[config.mk]
export PLATFORM = sky130hd
export DESIGN_NAME = regfile_wb_arbiter
export DESIGN_NICKNAME = d
export VERILOG_FILES = /design/src/rtl/regfile_wb_arbiter.sv
export SDC_FILE = /design/constraint.sdc
export NUM_CORES = 1
export LEC_CHECK = 0
export CAP_MARGIN = 20
export CORE_UTILIZATION = 27
export CTS_CLUSTER_SIZE = 24
export DETAILED_ROUTE_END_ITERATION = 10
export PLACE_DENSITY = 0.45
export SKIP_CTS_REPAIR_TIMING = 1
export SYNTH_ARGS = -nofsm -noshare
export SYNTH_HDL_FRONTEND = slang
export SYNTH_SLANG_ARGS = --single-unit
export TNS_END_PERCENT = 100
[constraint.sdc]
create_clock -name clk -period 3 [get_ports clk]
set_input_delay 0.45 -clock clk [delete_from_list [all_inputs] [get_ports clk]]
set_output_delay 0.45 -clock clk [all_outputs]
set_load 0.01 [all_outputs]
[src/rtl/regfile_wb_arbiter.sv]
// Register-file write-port arbiter: two writeback channels with one-entry slots,
// round-robin drained into a registered write port. Writes to R0 are swallowed.
module regfile_wb_arbiter #(
  parameter int AW = 5,
  parameter int DW = 32,
  parameter int CW = 16
) (
  input  logic          clk,
  input  logic          rst_n,
  input  logic          a_valid,
  output logic          a_ready,
  input  logic [AW-1:0] a_addr,
  input  logic [DW-1:0] a_data,
  input  logic          b_valid,
  output logic          b_ready,
  input  logic [AW-1:0] b_addr,
  input  logic [DW-1:0] b_data,
  output logic          we3,
  output logic [AW-1:0] wa3,
  output logic [DW-1:0] wd3,
  output logic          last_grant,
  output logic [CW-1:0] wr_count
);

  logic          a_full_r;
  logic [AW-1:0] a_addr_r;
  logic [DW-1:0] a_data_r;
  logic          b_full_r;
  logic [AW-1:0] b_addr_r;
  logic [DW-1:0] b_data_r;
  logic          we3_r;
  logic [AW-1:0] wa3_r;
  logic [DW-1:0] wd3_r;
  logic          last_grant_r;
  logic [CW-1:0] wr_count_r;

  logic          grant_a_s;
  logic          grant_b_s;
  logic [AW-1:0] sel_addr_s;
  logic [DW-1:0] sel_data_s;

  function automatic logic [CW-1:0] sat_inc(input logic [CW-1:0] v);
    if (v == {CW{1'b1}}) begin
      sat_inc = v;
    end else begin
      sat_inc = v + {{(CW-1){1'b0}}, 1'b1};
    end
  endfunction

  // Round-robin grant: on a tie the channel that did not win last time goes.
  always_comb begin
    grant_a_s = 1'b0;
    grant_b_s = 1'b0;
    case ({a_full_r, b_full_r})
      2'b10:   grant_a_s = 1'b1;
      2'b01:   grant_b_s = 1'b1;
      2'b11: begin
        grant_a_s = last_grant_r;
        grant_b_s = ~last_grant_r;
      end
      default: begin
        grant_a_s = 1'b0;
        grant_b_s = 1'b0;
      end
    endcase
  end

  // Mux the granted slot onto the write path.
  always_comb begin
    sel_addr_s = a_addr_r;
    sel_data_s = a_data_r;
    if (grant_b_s) begin
      sel_addr_s = b_addr_r;
      sel_data_s = b_data_r;
    end else begin
      sel_addr_s = a_addr_r;
      sel_data_s = a_data_r;
    end
  end

  // A granted slot frees up in the same cycle, so it may be refilled at once.
  assign a_ready = rst_n & (~a_full_r | grant_a_s);
  assign b_ready = rst_n & (~b_full_r | grant_b_s);

  // Holding slots: load on handshake, clear when drained and not refilled.
  always_ff @(posedge clk) begin
    if (!rst_n) begin
      a_full_r <= 1'b0;
      a_addr_r <= {AW{1'b0}};
      a_data_r <= {DW{1'b0}};
      b_full_r <= 1'b0;
      b_addr_r <= {AW{1'b0}};
      b_data_r <= {DW{1'b0}};
    end else begin
      if (a_valid && a_ready) begin
        a_full_r <= 1'b1;
        a_addr_r <= a_addr;
        a_data_r <= a_data;
      end else if (grant_a_s) begin
        a_full_r <= 1'b0;
      end
      if (b_valid && b_ready) begin
        b_full_r <= 1'b1;
        b_addr_r <= b_addr;
        b_data_r <= b_data;
      end else if (grant_b_s) begin
        b_full_r <= 1'b0;
      end
    end
  end

  // Registered write port, grant history and committed-write counter.
  always_ff @(posedge clk) begin
    if (!rst_n) begin
      we3_r        <= 1'b0;
      wa3_r        <= {AW{1'b0}};
      wd3_r        <= {DW{1'b0}};
      last_grant_r <= 1'b1;
      wr_count_r   <= {CW{1'b0}};
    end else if (grant_a_s || grant_b_s) begin
      last_grant_r <= grant_b_s;
      if (sel_addr_s != {AW{1'b0}}) begin
        we3_r      <= 1'b1;
        wa3_r      <= sel_addr_s;
        wd3_r      <= sel_data_s;
        wr_count_r <= sat_inc(wr_count_r);
      end else begin
        we3_r <= 1'b0;
      end
    end else begin
      we3_r <= 1'b0;
    end
  end

  assign we3        = we3_r;
  assign wa3        = wa3_r;
  assign wd3        = wd3_r;
  assign last_grant = last_grant_r;
  assign wr_count   = wr_count_r;

endmodule
# Word level (Yosys, flattened, before mapping)
# Cells that the tools add are included.
[totals]
regBits = 131
inputBits = 78
n_memories = 0
mem_bits_rw = 0
rom_bits = 0
latchBits = 0
elab_cells = 42
[op_classes]
n_lt_le_gt_ge = 0
n_addsub = 1
reduce_logical = 9
n_bitwise = 8
muxes = 9
n_eq_ne = 4
n_div = 0
shifts = 0
multipliers = 0
[ops]
columns = ["cell", "count"]
rows = [
  ["2-to-1 mux 32 bit", 1],
  ["adder 16 x 1 -> 16 bit (second input constant)", 1],
  ["== test 16 bit (second input constant)", 1],
  ["2-to-1 mux 1 bit", 5],
  ["2-to-1 mux 5 bit", 1],
  ["nonzero test 5 bit", 1],
  ["== test 2 bit (second input constant)", 2],
  ["inverter 1 bit", 4],
  ["case mux 1 bit (2 select lines)", 2],
  ["AND reduction 2 bit", 2],
  ["nonzero test 2 bit", 2],
  ["AND reduction 3 bit", 1],
  ["bitwise AND 1 bit", 2],
  ["== test 2 x 1 -> 1 bit (second input constant)", 1],
  ["logical AND 1 bit", 2],
  ["bitwise OR 1 bit", 2],
  ["logical OR 1 bit", 1],
]

# Longest topological paths before layout
# Gate-level depths: netlist (run 1).
[logic_depth]
word_depth = 6
ltp_mapped = 8
mapped_depth_nobuf = 6

# Worst setup path after synthesis (run 1)
# Ideal clock, no wire load.
[synth_timing]
kind = "reg2reg"
start = "register wr_count_r[0], in the netlist wr_count[0]"
end = "register wr_count_r[11], in the netlist wr_count[11]"
setup_ps = 71
path_stages_with_launch = 9
arrival_ps = 1891
path_slack_ps = 1039
n_path_buf = 2
cell_sequence = "dfxtp_1 > ha_1 > and4_4 > buf_6 > nor4b_4 > nand2b_1 > buf_2 > or4_1 > a21oi_1"
[synth_via]
elab_chain_len = 3
[synth_lines]
columns = ["item", "line", "source"]
rows = [
  ["start, declared", "35", "logic [CW-1:0] wr_count_r;"],
  ["start signal, assigned", "119", "wr_count_r <= {CW{1'b0}};"],
  ["start signal, assigned", "126", "wr_count_r <= sat_inc(wr_count_r);"],
  ["branches (longest 3 deep; another with adder 16 x 1 -> 16 bit)", "-", ""],
]
# Parallel ways; which one is timed is not known.
# A chain may end at the register's enable or synchronous reset.

# Worst setup path after layout (run 1)
[layout_timing]
start = "register last_grant_r, in the netlist last_grant"
end = "output b_ready"
[layout_via]
elab_chain_len = 4
[layout_lines]
columns = ["item", "line", "source"]
rows = [
  ["start, declared", "34", "logic last_grant_r;"],
  ["start signal, assigned", "121", "last_grant_r <= grant_b_s;"],
  ["inverter 1 bit", "59", "grant_b_s = ~last_grant_r;"],
  ["case mux 1 bit (2 select lines)", "54", "case ({a_full_r, b_full_r})"],
  ["bitwise OR 1 bit", "83", "assign b_ready = rst_n & (~b_full_r | grant_b_s);"],
  ["bitwise AND 1 bit", "83", ""],
  ["end, declared", "15", "output logic b_ready,"],
]
# Every way passes these cells.

==> results of run 1 <==
## metrics by stage
stage,instance area [um2],cells,setup slack (ps)
2_1_floorplan,5300,608,1040
6_report,7480,999,785
5_1_grt,7480,999,728
3_3_place_gp,6840,967,933
3_5_place_dp,6840,967,885
4_1_cts,7480,999,767
## critical path, cell delays in order, from the launching register on
cell,delay [ps]
dfxtp_1,490
nand3_1,170
and2_1,210
clkdlybuf4s50_1,480
## sequential cells by signal, indices dropped and copies added, names as in the netlist
name        flops
b_full_r        1
last_grant      1
b_addr_r        5
a_data_r       32
a_addr_r        5
b_data_r       32
wr_count       16
a_full_r        1
we3             1
wa3             5
wd3            32
## cells by family (layout without fill, tap and decap cells)
| kind of cell | count (synthesis) | in the layout | synth area share |
|---|---|---|---|
| DFF | 131 | 131 | 0.495 |
| and+or+nand+nor | 281 | 281 | 0.232 |
| adders and majority gates | 1 | 1 | 0.00236 |
| muxes | 34 | 34 | 0.0643 |
| buffers and inverters | 50 | 181 | 0.0470 |
| AOI/OAI and AO/OA | 111 | 111 | 0.160 |
## layout by cell type, fill, tap and decap left out, types with 2 or more instances in the layout
master / n
nand2_1: 161
clkdlybuf4s50_1: 133
dfxtp_1: 131
nor2_1: 45
nand3_1: 44
mux2i_1: 34
a211oi_2: 30
o21ai_1: 28
clkbuf_16: 17
a21oi_1: 16
o21ai_0: 15
or4_1: 13
o31ai_1: 11
buf_4: 10
clkinvlp_4: 5
a222oi_1: 4
nand4_1: 4
bufinv_16: 4
and2_1: 3
nand2b_1: 3
a211oi_1: 3
or3_1: 3
inv_1: 3
clkbuf_8: 2
clkinv_4: 2
## path summary, 6_finish.rpt
kind / endpoint / slack (ps) / cells after the start
max: b_ready / 790 / 3
min reg2reg: b_data_r[30] / 450 / 2
max reg2reg: wr_count[15] / 860 / 5
min: last_grant / 420 / 2
## metal layers
layer	track usage	vias up	part of all wire
li1	-	2334	-
met1	0.196	2244	0.45
met2	0.258	139	0.47
met3	0.0522	13	0.065
met5	0	-	0.00085
met4	0.0458	2	0.011
## layout make-up
type,instances,area [um2],area share
clock buffers,20,457,0.0611
clock inverters,12,180,0.0241
inverters,4,15.0,0.00201
multi-input cells,427,2450,0.327
flip-flops and latches,131,2620,0.351
well taps,260,325,0.0435
repair buffers,145,1430,0.191
## power breakdown
group | internal, W | total [W] | leakage [nW] | switching [W]
combinational | 0.000324 | 0.000654 | 1.37 | 0.000330
sequential | 0.00187 | 0.00196 | 1.08 | 0.0000823
clock | 0.00144 | 0.00224 | 0.294 | 0.000800
==> metrics.md, run 1 <==
| Metric | Value |
|---|---|
| Critical path launch point type | register |
| Dpl hpwl | 9740 um |
| Die Span Y | 142 um |
| Final core utilization | 0.395 |
| Diode count | 0 |
| Area Overhead vs Synth | 41.2% |
| Layout cells sized above 1 | 0.108 |
| Slew HR | 0.522 |
| Worst Hold Slack | 418 ps |
| Fin nets | 805 |
| CTS root buf | clkbuf_16 |
| Vias in the first global route | 4744 |
| CTS tree | built |
| Antenna violations before repair | 1 |
| Initial DRC Count | 199 |
| Cts bufs inserted | 17 |
| Fmax | 0.452 GHz |
| Rows | 50 |
| Core Area | 19000 um2 |
| Die Area | 20200 um2 |
| Hold_sp | rst_n |
| Ports | 135 |
| Mapped cell area | 5300 um2 |
| GR Util All Layers | 0.158 |
| Final cycle utilization of the critical path | 0.738 |
| Post-DRT Antenna Nets | 0 |
| Period minus WS final | 2210 ps |
| Slew Viols, Final | 0 |
| CP Launch Point | last_grant |
| Crit path arrival time | 1760 ps |
| EDFF count, synth | 0 |
| Power density over the cells | 648 nW/um2 |
| Most frequent cells after synthesis | nand2_1, dfxtp_1, nor2_1 |
| R2R Path Start | b_addr_r[0] |
| Synth Register Bits | 131 |
| Ys flop type | dfxtp_1 |
| Vias | 4732 |
| Clock slew at reported path FFs | 50 ps |
| GPL Wtd Cong | 0.732 |
| Kind of critical path | reg2out |
| Status | complete, no violations |
| Routed WL | 15400 um |
| Count leader, synth | nand2_1 |
| Distinct cells, synth | 32 |
| Syn_nets | 687 |
| Pin count of the biggest net entering global routing | 49 |
| Drt first pass iters | 5 |
| Unrepaired setup endpoints after global routing | no |
| First-pass GRT wire length | 24600 um |
| # fillers | 1887 |
| Overall power | 0.00485 W |
| Skew-Pair Late Insertion Delay | 420 ps |
| Crit-path max FO | 8 |
| Synth top area cells | dfxtp_1, nand2_1, a211oi_2 |
| Slew @ Worst Pin | 716 ps |
| GRT overflow | 0 |
| Final setup fails | 0 |
| Die X | 142 um |
| IO Port Bufs | 134 |
| Worst Setup End Kind | primary output |
| VDD IR max | 0.000417 V |
| H-tree depth | 4 |
| Hold Crit Class | in2reg |
| Synthesized area per cell | 8.71 um2 |
| Yosys top cell by area | dfxtp_1 |
| Post-synthesis cell count | 608 |
| CTS sink cnt | 131 |
| Clk_skew | 13.3 ps |
| Static Leakage | 2.75 nW |
| DR vias/cell | 4.74 |
| Final Hold Fails | 0 |
| CTS Buffer Depth | 2 |
| Starting density of the core | 0.279 |
| Post-synthesis sequential area ratio | 0.495 |
| Yosys warnings | 0 |
| Wirelength per Cell | 15.4 um |
| Top-area cell type share of the netlist area | 0.495 |
| # DRC | 0 |
| Max cap viols | 0 |
| Setup tns final | 0 ps |
| Ys async rst share | 0 |
| CP Data Required Time | 2550 ps |
Power figures use the tool's default switching activity.
==> run 2, diff against run 1 <==
PLACE_DENSITY = 0.47   (was 0.45)
clock period = 2 ns   (was 3 ns; I/O delays follow)
==> run 2 against run 1 <==
  * Global-route usage shrank 0.14 points
  * Sequential cell count is the same
  * Count of clock-buffer cells in the layout is the same
  * Design area grew 1.4%
  * Critical endpoint is now wr_count[11]
  * Largest power group unchanged
==> metrics.md, run 2 (synthesis gave the netlist of run 1 again) <==
| Metric | Value |
|---|---|
| Status | complete, no violations |
| Hold Crit Class | in2reg |
| # DRC | 0 |
| Area Overhead vs Synth | 43.2% |
| Overall power | 0.00731 W |
| Final Hold Fails | 0 |
| Slew @ Worst Pin | 714 ps |
| Layout cells sized above 1 | 0.118 |
| Die X | 142 um |
| H-tree depth | 4 |
| Met2 Routed Length | 6900 um |
| Post-DRT Antenna Nets | 0 |
| # fillers | 1927 |
| Dpl hpwl | 9890 um |
| Worst path top cell family by delay | simple AND/OR/NAND/NOR gates |
| Static Leakage | 2.82 nW |
| Fin area | 7580 um2 |
| Routed WL | 15400 um |
| Unrepaired setup endpoints after global routing | no |
| CTS Buffer Depth | 2 |
| GPL Wtd Cong | 0.789 |
| Crit-path max FO | 9 |
| Fin nets | 809 |
| Clk_skew | 9.63 ps |
| Max cap viols | 0 |
| First-pass GRT wire length | 24300 um |
| CP Cell Sequence | ha_1 -> and4_4 -> nor4b_4 -> nand2b_2 -> or4_1 -> a21oi_1 |
| Most common cell after layout, fill and taps aside | nand2_1 |
| Starting density of the core | 0.279 |
| GR Util All Layers | 0.156 |
| Most frequent cells in the layout | nand2_1, clkdlybuf4s50_1, dfxtp_1 |
| VDD IR max | 0.000603 V |
| Slew Viols, Final | 0 |
| Antenna violations before repair | 0 |
| WP buf/inv | 0 |
| Wire length on met3 | 1110 um |
| Max stage delay cell, worst path | or4_1 |
| Worst Setup End Kind | register |
| Cts bufs inserted | 17 |
| Rows | 50 |
| Max stage delay on crit path | 490 ps |
| Kind of critical path | reg2reg |
| Vias in the first global route | 4736 |
| CTS root buf | clkbuf_16 |
| Vias | 4762 |
| Core Area | 19000 um2 |
| Die Area | 20200 um2 |
| CP Data Required Time | 2350 ps |
| Power density over the cells | 964 nW/um2 |
| Initial DRC Count | 241 |
| Pin count of the biggest net entering global routing | 67 |
| GRT overflow | 0 |
| Final cycle utilization of the critical path | 0.960 |
| Ports | 135 |
| M1 WL | 7110 um |
| Top layer in use | met4 |
| Drt first pass iters | 8 |
| Wirelength per Cell | 15.3 um |
| Crit path arrival time | 2270 ps |
| Diode count | 0 |
| Setup tns final | 0 ps |
| Slew HR | 0.524 |
| Fmax | 0.521 GHz |
| CTS tree | built |
| IO Port Bufs | 134 |
| Critical path launch point type | register |
| Final setup fails | 0 |
| Period minus WS final | 1920 ps |
| Die Span Y | 142 um |
| DR vias/cell | 4.75 |
| CTS sink cnt | 131 |
| DP Area | 6920 um2 |
| Skew-Pair Late Insertion Delay | 420 ps |
| Clock slew at reported path FFs | 60 ps |
-- run 2: cell count changes in the layout (fill, tap and decap cells not counted), sizes merged --
cell | before | now
clkinvlp | 5 | 1
inv | 4 | 5
dlymetal6s2s | 0 | 2
clkdlybuf4s50 | 133 | 131
clkinv | 3 | 6
buf | 12 | 16
-- run 2: report_power, final --
group | internal, W | total [W] | leakage, nW | switching (W)
Clock | 0.00219 | 0.00336 | 0.316 | 0.00117
Combinational | 0.000510 | 0.00102 | 1.43 | 0.000510
Sequential | 0.00281 | 0.00293 | 1.08 | 0.000116
-- run 2: worst reg2reg max path, cell delays in order, from the launching register on --
cell and delay, ps:
dfxtp_1 350, ha_1 250, and4_4 230, nor4b_4 130, nand2b_2 260, or4_1 490
a21oi_1 140
-- run 2: path summary, 6_finish.rpt --
kind	startpoint	end	slack, ps	cells after the start
worst max-delay path	wr_count[0]	wr_count[11]	80	6
worst min-delay path	rst_n	last_grant	410	3
worst max register to register	wr_count[0]	wr_count[11]	80	6
worst min register to register	b_data_r[15]	b_data_r[15]	450	2
-- run 2: cell type report --
cell class | instances | area, um2 | area share
sequential | 131 | 2620 | 0.346
multi-input combinational | 427 | 2460 | 0.324
timing repair buffer | 149 | 1520 | 0.200
clock buffer | 20 | 467 | 0.0616
tap | 260 | 325 | 0.0429
clock inverter | 12 | 178 | 0.0234
inverter | 4 | 15.0 | 0.00198
-- run 2: per-layer routing --
| layer | up-vias | track usage |
|---|---|---|
| met1 | 2258 | 0.193 |
| li1 | 2336 | - |
| met2 | 146 | 0.247 |
| met5 | - | 0 |
| met3 | 22 | 0.0599 |
| met4 | 0 | 0.0526 |
-- run 2: metrics by stage --
stage	worst slack, ps	hold slack (ps)	utilization	std cells
after global routing	2.58	423	0.400	1003
after CTS	-36.7	399	0.399	1003
after detailed placement	39.9	444	0.365	971
after global placement	60.0	435	0.365	971
final	79.1	415	0.400	1003
after floorplan	38.5	399	-	608
==> run 3, diff against run 2 <==
CORE_MARGIN = 4   (was unset)
==> run 3 against run 2 <==
  * Die area up 8.6%
  * Combinational power about the same
  * Clock power down 10%
  * Hold slack worse by 79 ps
  * Utilization down 0.47 points
  * Highest routed layer unchanged
  * Non-clock buffer count up 4
  * Count of clock-buffer cells in the layout up 2
  * Cell count up 0.30%
  * Design area down 0.84%
  * Wire length about the same
  * Global-route usage down 1.6 points
  * Total power down 4.8%
==> metrics.md, run 3 (synthesis gave the netlist of run 1 again) <==
| Metric | Value |
|---|---|
| Vias in the first global route | 4758 |
| Die X | 148 um |
| GPL Wtd Cong | 0.799 |
| Hold Crit Class | in2reg |
| Vias | 4710 |
| Drt first pass iters | 4 |
| Core Area | 19000 um2 |
| R2r setup slk | 130 ps |
| H-tree depth | 4 |
| Hold path cells | 3 |
| Clock slew at reported path FFs | 60 ps |
| Clk_skew | 8.17 ps |
| Rows | 50 |
| DR vias/cell | 4.68 |
| Diode count | 0 |
| Fin nets | 813 |
| Crit-path max FO | 6 |
| CP Data Required Time | 2350 ps |
| DP Area | 6930 um2 |
| Unrepaired setup endpoints after global routing | no |
| Max cap viols | 0 |
| Multi-input combinational cell area | 2460 um2 |
| GRT overflow | 0 |
| Hold Path End | last_grant |
| Power density over the cells | 925 nW/um2 |
| # fillers | 1974 |
| CTS tree | built |
| Routed WL | 15400 um |
| GR Util All Layers | 0.140 |
| Crit path arrival time | 2210 ps |
| Slew HR | 0.538 |
| # DRC | 0 |
| VDD IR max | 0.000538 V |
| Slew Viols, Final | 0 |
| Final Hold Fails | 0 |
| Slew @ Worst Pin | 694 ps |
| Skew-Pair Late Insertion Delay | 410 ps |
| CP Cell Sequence | ha_1 -> and4_4 -> nor4b_4 -> nand2b_4 -> buf_4 -> or4_1 -> a21oi_1 |
| Cts bufs inserted | 17 |
| Fmax | 0.536 GHz |
| R2R cell count | 7 |
| CTS Buffer Depth | 2 |
| Static Leakage | 2.79 nW |
| Ports | 135 |
| Pin count of the biggest net entering global routing | 50 |
| Final setup fails | 0 |
| Die Area | 21900 um2 |
| Register area | 2620 um2 |
| Worst Setup End Kind | register |
| R2r endpoint | wr_count[7] |
| Dpl hpwl | 10300 um |
| Period minus WS final | 1870 ps |
| Most common cell after layout, fill and taps aside | nand2_1 |
| Worst Hold Slack | 336 ps |
| Fin area | 7520 um2 |
| Kind of critical path | reg2reg |
| Antenna violations before repair | 0 |
| CTS sink cnt | 131 |
| Layout cells sized above 1 | 0.118 |
| Hold_sp | rst_n |
| Post-DRT Antenna Nets | 0 |
| Critical path launch point type | register |
| Overall power | 0.00696 W |
| CTS root buf | clkbuf_16 |
| Most frequent cells in the layout | nand2_1, clkdlybuf4s50_1, dfxtp_1 |
| IO Port Bufs | 134 |
| Status | complete, no violations |
| Max stage delay cell, worst path | or4_1 |
| Max stage delay on crit path | 400 ps |
| Final cycle utilization of the critical path | 0.933 |
| First-pass GRT wire length | 24400 um |
| R2R Path Start | wr_count[0] |
| Initial DRC Count | 249 |
| Starting density of the core | 0.278 |
| Area Overhead vs Synth | 42.0% |
| Wirelength per Cell | 15.3 um |
| Die Span Y | 148 um |
[run 3: layout make-up]
cell class                      instances  area share
Clock buffer                           22      0.0617
Clock inverter                          9      0.0141
Inverter                                4     0.00200
Multi-Input combinational cell        427       0.328
Sequential cell                       131       0.349
Tap cell                              260      0.0433
Timing Repair Buffer                  153       0.202
[run 3: power by group]
group	internal, W	total [W]	switching, W
registers	0.00281	0.00293	0.000115
logic	0.000513	0.00102	0.000504
clock network	0.00189	0.00301	0.00112
[run 3: metrics by stage]
stage	setup TNS [ps]	std cells	setup slack, ps	util
final	0	1006	133	0.395
after global routing	0	1006	16.5	0.395
after CTS	-73.1	1006	-41.5	0.394
after detailed placement	0	975	12.3	0.364
after global placement	0	975	47.7	0.364
after floorplan	0	608	38.5	-
[run 3: worst max-delay path: cells and delay by family, from the launching register on]
family / cells / cell delay, ps
compound gates: 1 / 140
flops: 1 / 350
buf+inv: 1 / 150
fa+ha+maj: 1 / 240
simple gates: 4 / 910
[run 3: per-layer routing]
metal  GRT usage  part of all wire  vias up
met5           0                 0        -
met4      0.0439             0.011        0
met3      0.0441             0.066       14
met2       0.224              0.47      143
met1       0.180              0.46     2211
li1            -                 -     2342
[run 3: worst max-delay path by stage]
stage / startpoint / to / slack (ps) / cells after the start
after floorplan: wr_count[0] / wr_count[11] / 40 / 8
after global placement: b_addr_r[0] / wa3[0] / 50 / 6
after detailed placement: b_addr_r[0] / wa3[0] / 10 / 6
after CTS: a_full_r / b_ready / -40 / 3
after global routing: b_addr_r[0] / wa3[1] / 20 / 6
final: wr_count[0] / wr_count[7] / 130 / 7
==> patch 1, RTL diff (flow settings as in run 2) <==
Register the output `wr_count` once more; this adds one clock of latency there. The other outputs are not delayed to match.
--- a/src/rtl/regfile_wb_arbiter.sv
+++ b/src/rtl/regfile_wb_arbiter.sv
@@ -137,5 +137,7 @@
   assign wd3        = wd3_r;
   assign last_grant = last_grant_r;
-  assign wr_count   = wr_count_r;
+  always_ff @(posedge clk) begin
+    wr_count <= wr_count_r;
+  end
 
 endmodule
Formal check against the unedited RTL: not equivalent (a bounded check fails within 4 cycles, from zero or initial values and one cycle with rst_n low).
==> patch 1 against run 2 <==
  * Count of clock-buffer cells in the layout stayed put
  * Power up 3.0%
  * Sequential cell count increased by 16
  * Area after synthesis increased by 3.3%
  * Die area up 3.2%
  * Cell area up 3.8%
  * Worst setup slack better by 0.018 ns
  * Utilization about the same
  * Synthesized cell count rose by 11%
  * Wire length is 3.6% higher
  * Largest power group is now sequential cells
==> patch 1: results (changes against run 2) <==
| Metric | Value |
|---|---|
| Top cells by count, synth | 233 x nand2_1, 147 x dfxtp_1, 45 x nor2_1 (was 161 x nand2_1, 131 x dfxtp_1, 45 x nor2_1) |
| Average size of a mapped cell | 8.088 µm² (was 8.709 µm²) |
| Max stage delay on crit path | 0.55 ns (was 0.49 ns) |
| Synth area leaders | dfxtp_1 54%, nand2_1 16%, a311oi_1 5.4% (was dfxtp_1 50%, nand2_1 11%, a211oi_2 7.1%) |
| Wirelength, routed | 15,910 µm (was 15,360 µm) |
| Hold_ws | 0.2571 ns (was 0.4149 ns) |
| R2R Path End | wr_count_r[14] (was wr_count[11]) |
| Max IR drop VDD | 0.5616 mV (was 0.6027 mV) |
| Post-layout nets | 887 (was 809) |
| Filler cell count | 2,053 (was 1,927) |
| Worst-case reg-to-reg path depth | 5 (was 6) |
| Via count of the first global-routing pass | 4,924 (was 4,736) |
| Gpl congestion | 0.7631 (was 0.7885) |
| Slack of the worst reg-to-reg path | 0.1 ns (was 0.08 ns) |
| Crit path max fanout | 6 (was 9) |
| Clock Skew | 0.006461 ns (was 0.009632 ns) |
| Status | finished, final reports clean (unchanged) |
| Tot GR Track Use | 15.71% (was 15.62%) |
| RR Startpoint | b_full_r (was wr_count[0]) |
| WP data arrival | 2.23 ns (was 2.27 ns) |
| Largest net degree at the start of global routing | 63 (was 67) |
| Leak Pwr | 2.952 nW (was 2.824 nW) |
| Slowest-stage cell, CP | or4_4 (was or4_1) |
| DP Wirelength | 10,560 µm (was 9890 µm) |
| Slew headroom | 54.22% (was 52.40%) |
| Syn Nets | 755 (was 687) |
| Count of cell types in the netlist | 37 (was 32) |
| DR iter-0 viols | 221 (was 241) |
| Ratio of cells with drive above 1 in the final layout | 8.171% (was 11.84%) |
| Register area share after synthesis | 53.82% (was 49.53%) |
patch 1: per-layer routing:
metal | vias to the layer above | routed length, µm | part of all wire, % | GRT usage, %
li1 | 2572 | - | - | -
met1 | 2385 | 6959 | 44 | 18.48
met2 | 131 | 7697 | 48 | 26.87
met3 | 18 | 1082 | 6.8 | 5.298
met4 | 0 | 173 | 1.1 | 4.709
met5 | - | 0 | 0 | 0
patch 1: worst max path at each step:
| stage | from | cells past startpoint | to |
|---|---|---|---|
| 5_1_grt | b_full_r | 5 | wr_count_r[14] |
| 3_5_place_dp | b_full_r | 5 | wr_count_r[14] |
| 2_1_floorplan | last_grant | 5 | wr_count_r[14] |
| 3_3_place_gp | b_full_r | 6 | wr_count_r[4] |
| 4_1_cts | last_grant | 4 | b_ready |
| 6_report | b_full_r | 5 | wr_count_r[14] |
patch 1: cell families after synthesis:
logic type / synth area share, %
DFF: 53.82
adders and majority gates: 0.2288
muxes: 0.7323
AOI/OAI and AO/OA: 14.00
buffers and inverters: 3.730
and+or+nand+nor: 27.48
patch 1: where the power goes:
part	total [mW]	internal, mW	leakage (nW)	switching, mW
Clock	3.27	2.03	0.285	1.24
Sequential	3.27	3.14	1.21	0.128
Combinational	0.998	0.507	1.46	0.491
Total	7.53	5.67	2.95	1.86
patch 1: metrics by stage:
stage / worst slack [ns] / TNS [ns] / power [mW] / cell area [µm²]
after floorplan: 0.04609 / 0 / 3.766 / 5468
after detailed placement: -0.002473 / -0.002473 / 4.344 / 7242
after global placement: 0.04939 / 0 / 4.324 / 7242
after global routing: 0.01166 / 0 / 7.860 / 7868
final: 0.09717 / 0 / 7.533 / 7870
after CTS: -0.1027 / -0.1825 / 7.634 / 7850
patch 1: final cells by class:
cell class | instances | area [µm²] | area share [%]
Clock inverter | 11 | 151.4 | 1.924
Tap cell | 265 | 331.6 | 4.213
Inverter | 5 | 18.77 | 0.2385
Sequential cell | 147 | 2948 | 37.46
Clock buffer | 20 | 456.7 | 5.803
Antenna cell | 1 | 2.502 | 0.03180
Timing Repair Buffer | 161 | 1610 | 20.46
Multi-Input combinational cell | 476 | 2351 | 29.87
patch 1: critical path, delay by kind of cell (launching register included):
kind             cells  cell delay [ns]
flip-flops           1             0.36
AO/OA/AOI/OAI        3             0.83
AND/OR/NAND/NOR      2             0.62
==> patch 2, RTL diff (settings of run 2) <==
Made on the original files. Change the parameter `DW` from 32 to 16.
--- a/src/rtl/regfile_wb_arbiter.sv
+++ b/src/rtl/regfile_wb_arbiter.sv
@@ -3,5 +3,5 @@
 module regfile_wb_arbiter #(
   parameter int AW = 5,
-  parameter int DW = 32,
+  parameter int DW = 16,
   parameter int CW = 16
 ) (
Interface: changed (resized a_data, b_data and wd3); port bits go from 135 to 87. No check against the original RTL was run, so the function may have changed too.
==> patch 2 against run 2 <==
  * Area after synthesis shrank 36%
  * Sequential cell count is 48 lower
  * Power decreased by 43%
  * Die area fell by 36%
  * Clock skew down 0.0049 ns
  * Largest power group is now sequential cells
  * Sequential share of layout area down 1.1 points
  * Critical endpoint is now wr_count[13]
  * Highest routed layer unchanged
  * Wire length down 39%
  * Via count down 36%
  * Cell area is 34% lower
  * Synthesized cell count shrank 34%
  * Worst setup slack lost 0.0048 ns
  * Combinational power shrank 37%
==> patch 2: results (changes against run 2) <==
| Metric | Value |
|---|---|
| Worst-Margin Slew | 0.9654 ns (was 0.7140 ns) |
| DR pass1 iterations | 4 (was 8) |
| Crit path max fanout | 6 (was 9) |
| Diode count | 0 (unchanged) |
| DP Wirelength | 6532 µm (was 9890 µm) |
| Placed insts | 660 (was 971) |
| Max IR drop VDD | 0.3624 mV (was 0.6027 mV) |
| Hold crit path type | input pin to flip-flop (unchanged) |
| Largest net degree at the start of global routing | 43 (was 67) |
| Wire length per cell | 13.84 µm (was 15.32 µm) |
| Leak Pwr | 1.865 nW (was 2.824 nW) |
| Warnings from Yosys | 0 (unchanged) |
| Tot GR Track Use | 14.83% (was 15.62%) |
| Post-place setup slack | -0.1269 ns (was 0.03993 ns) |
| Register area share after synthesis | 49.35% (was 49.53%) |
| Ratio of cells with drive above 1 in the final layout | 12.57% (was 11.84%) |
| CTS buffer count | 9 (was 17) |
| Synth area leaders | dfxtp_1 49%, nand2_1 11%, mux2i_1 6.8% (was dfxtp_1 50%, nand2_1 11%, a211oi_2 7.1%) |
| Layout area overhead | 47.53% (was 43.19%) |
| RR Startpoint | b_full_r (was wr_count[0]) |
| Cells after synthesis | 402 (was 608) |
| First-pass GRT wire length | 14,910 µm (was 24,250 µm) |
| Length of routed met2 wiring | 4369 µm (was 6898 µm) |
| Vias per cell | 4.513 (was 4.748) |
| WL met1 | 4355 µm (was 7113 µm) |
| Top cells by count, synth | 95 x nand2_1, 83 x dfxtp_1, 30 x nor2_1 (was 161 x nand2_1, 131 x dfxtp_1, 45 x nor2_1) |
| Placed inst area | 0.004604 mm² (was 0.006923 mm²) |
| Met3 WL | 513 µm (was 1114 µm) |
| Via count | 3,055 (was 4,762) |
| Count of cell types in the netlist | 38 (was 32) |
| Hold_ws | 0.3984 ns (was 0.4149 ns) |
| Syn Nets | 449 (was 687) |
| Clock Skew | 0.004770 ns (was 0.009632 ns) |
| Gpl congestion | 0.7208 (was 0.7885) |
| DR iter-0 viols | 164 (was 241) |
| IO Port Bufs | 86 (was 134) |
| Status | finished, final reports clean (unchanged) |
| Post-layout nets | 551 (was 809) |
| Via count of the first global-routing pass | 2,978 (was 4,736) |
| R2R Path End | wr_count[13] (was wr_count[11]) |
| H-tree depth | 3 (was 4) |
| Filler cell count | 1,223 (was 1,927) |
| Root Buffer | clkbuf_16 (unchanged) |
| Worst skew pair latency | 0.33 ns (was 0.42 ns) |
-- patch 2: cells by family (layout without fill, tap and decap cells) --
group,Yosys count,count (layout),synth area share [%]
AND/OR/NAND/NOR,186,186,24.82
adder cells (fa/ha/maj),1,1,0.3715
flip-flops,83,83,49.35
AO/OA/AOI/OAI,75,75,14.34
buffers and inverters,33,140,3.939
multiplexers,24,24,7.172
-- patch 2: per-layer routing --
layer	track usage, %	vias to the layer above
met5	0	-
met4	5.789	0
met3	3.294	11
met2	24.11	77
met1	19.11	1367
li1	-	1600
-- patch 2: critical path, stage by stage, from the launching register on --
cell	delay [ns]
dfxtp_2	0.33
buf_6	0.10
nor2_1	0.06
buf_4	0.14
or4_4	0.57
or4_1	0.52
a21oi_1	0.14
-- patch 2: layout make-up --
class,count,share of cell area (%)
Inverter,5,0.3778
Timing Repair Buffer,119,23.20
Sequential cell,83,33.53
Multi-Input combinational cell,286,32.70
Clock inverter,4,1.008
Tap cell,168,4.232
Clock buffer,12,4.962
-- patch 2: where the power goes --
part | switching (mW) | leakage, nW | internal [mW]
clock | 0.665 | 0.139 | 1.00
combinational | 0.295 | 1.04 | 0.351
sequential | 0.0694 | 0.683 | 1.77
-- patch 2: how the worst max path moves through the flow --
stage	start	slack [ns]	to	depth (start not counted)
global placement	a_full_r	-0.07	wd3[15]	6
floorplan	b_full_r	0.01	wr_count[13]	6
CTS	a_full_r	-0.14	wd3[2]	6
finish	b_full_r	0.07	wr_count[13]	6
detailed placement	a_full_r	-0.13	wd3[2]	6
global route	b_full_r	0.01	wr_count[9]	6
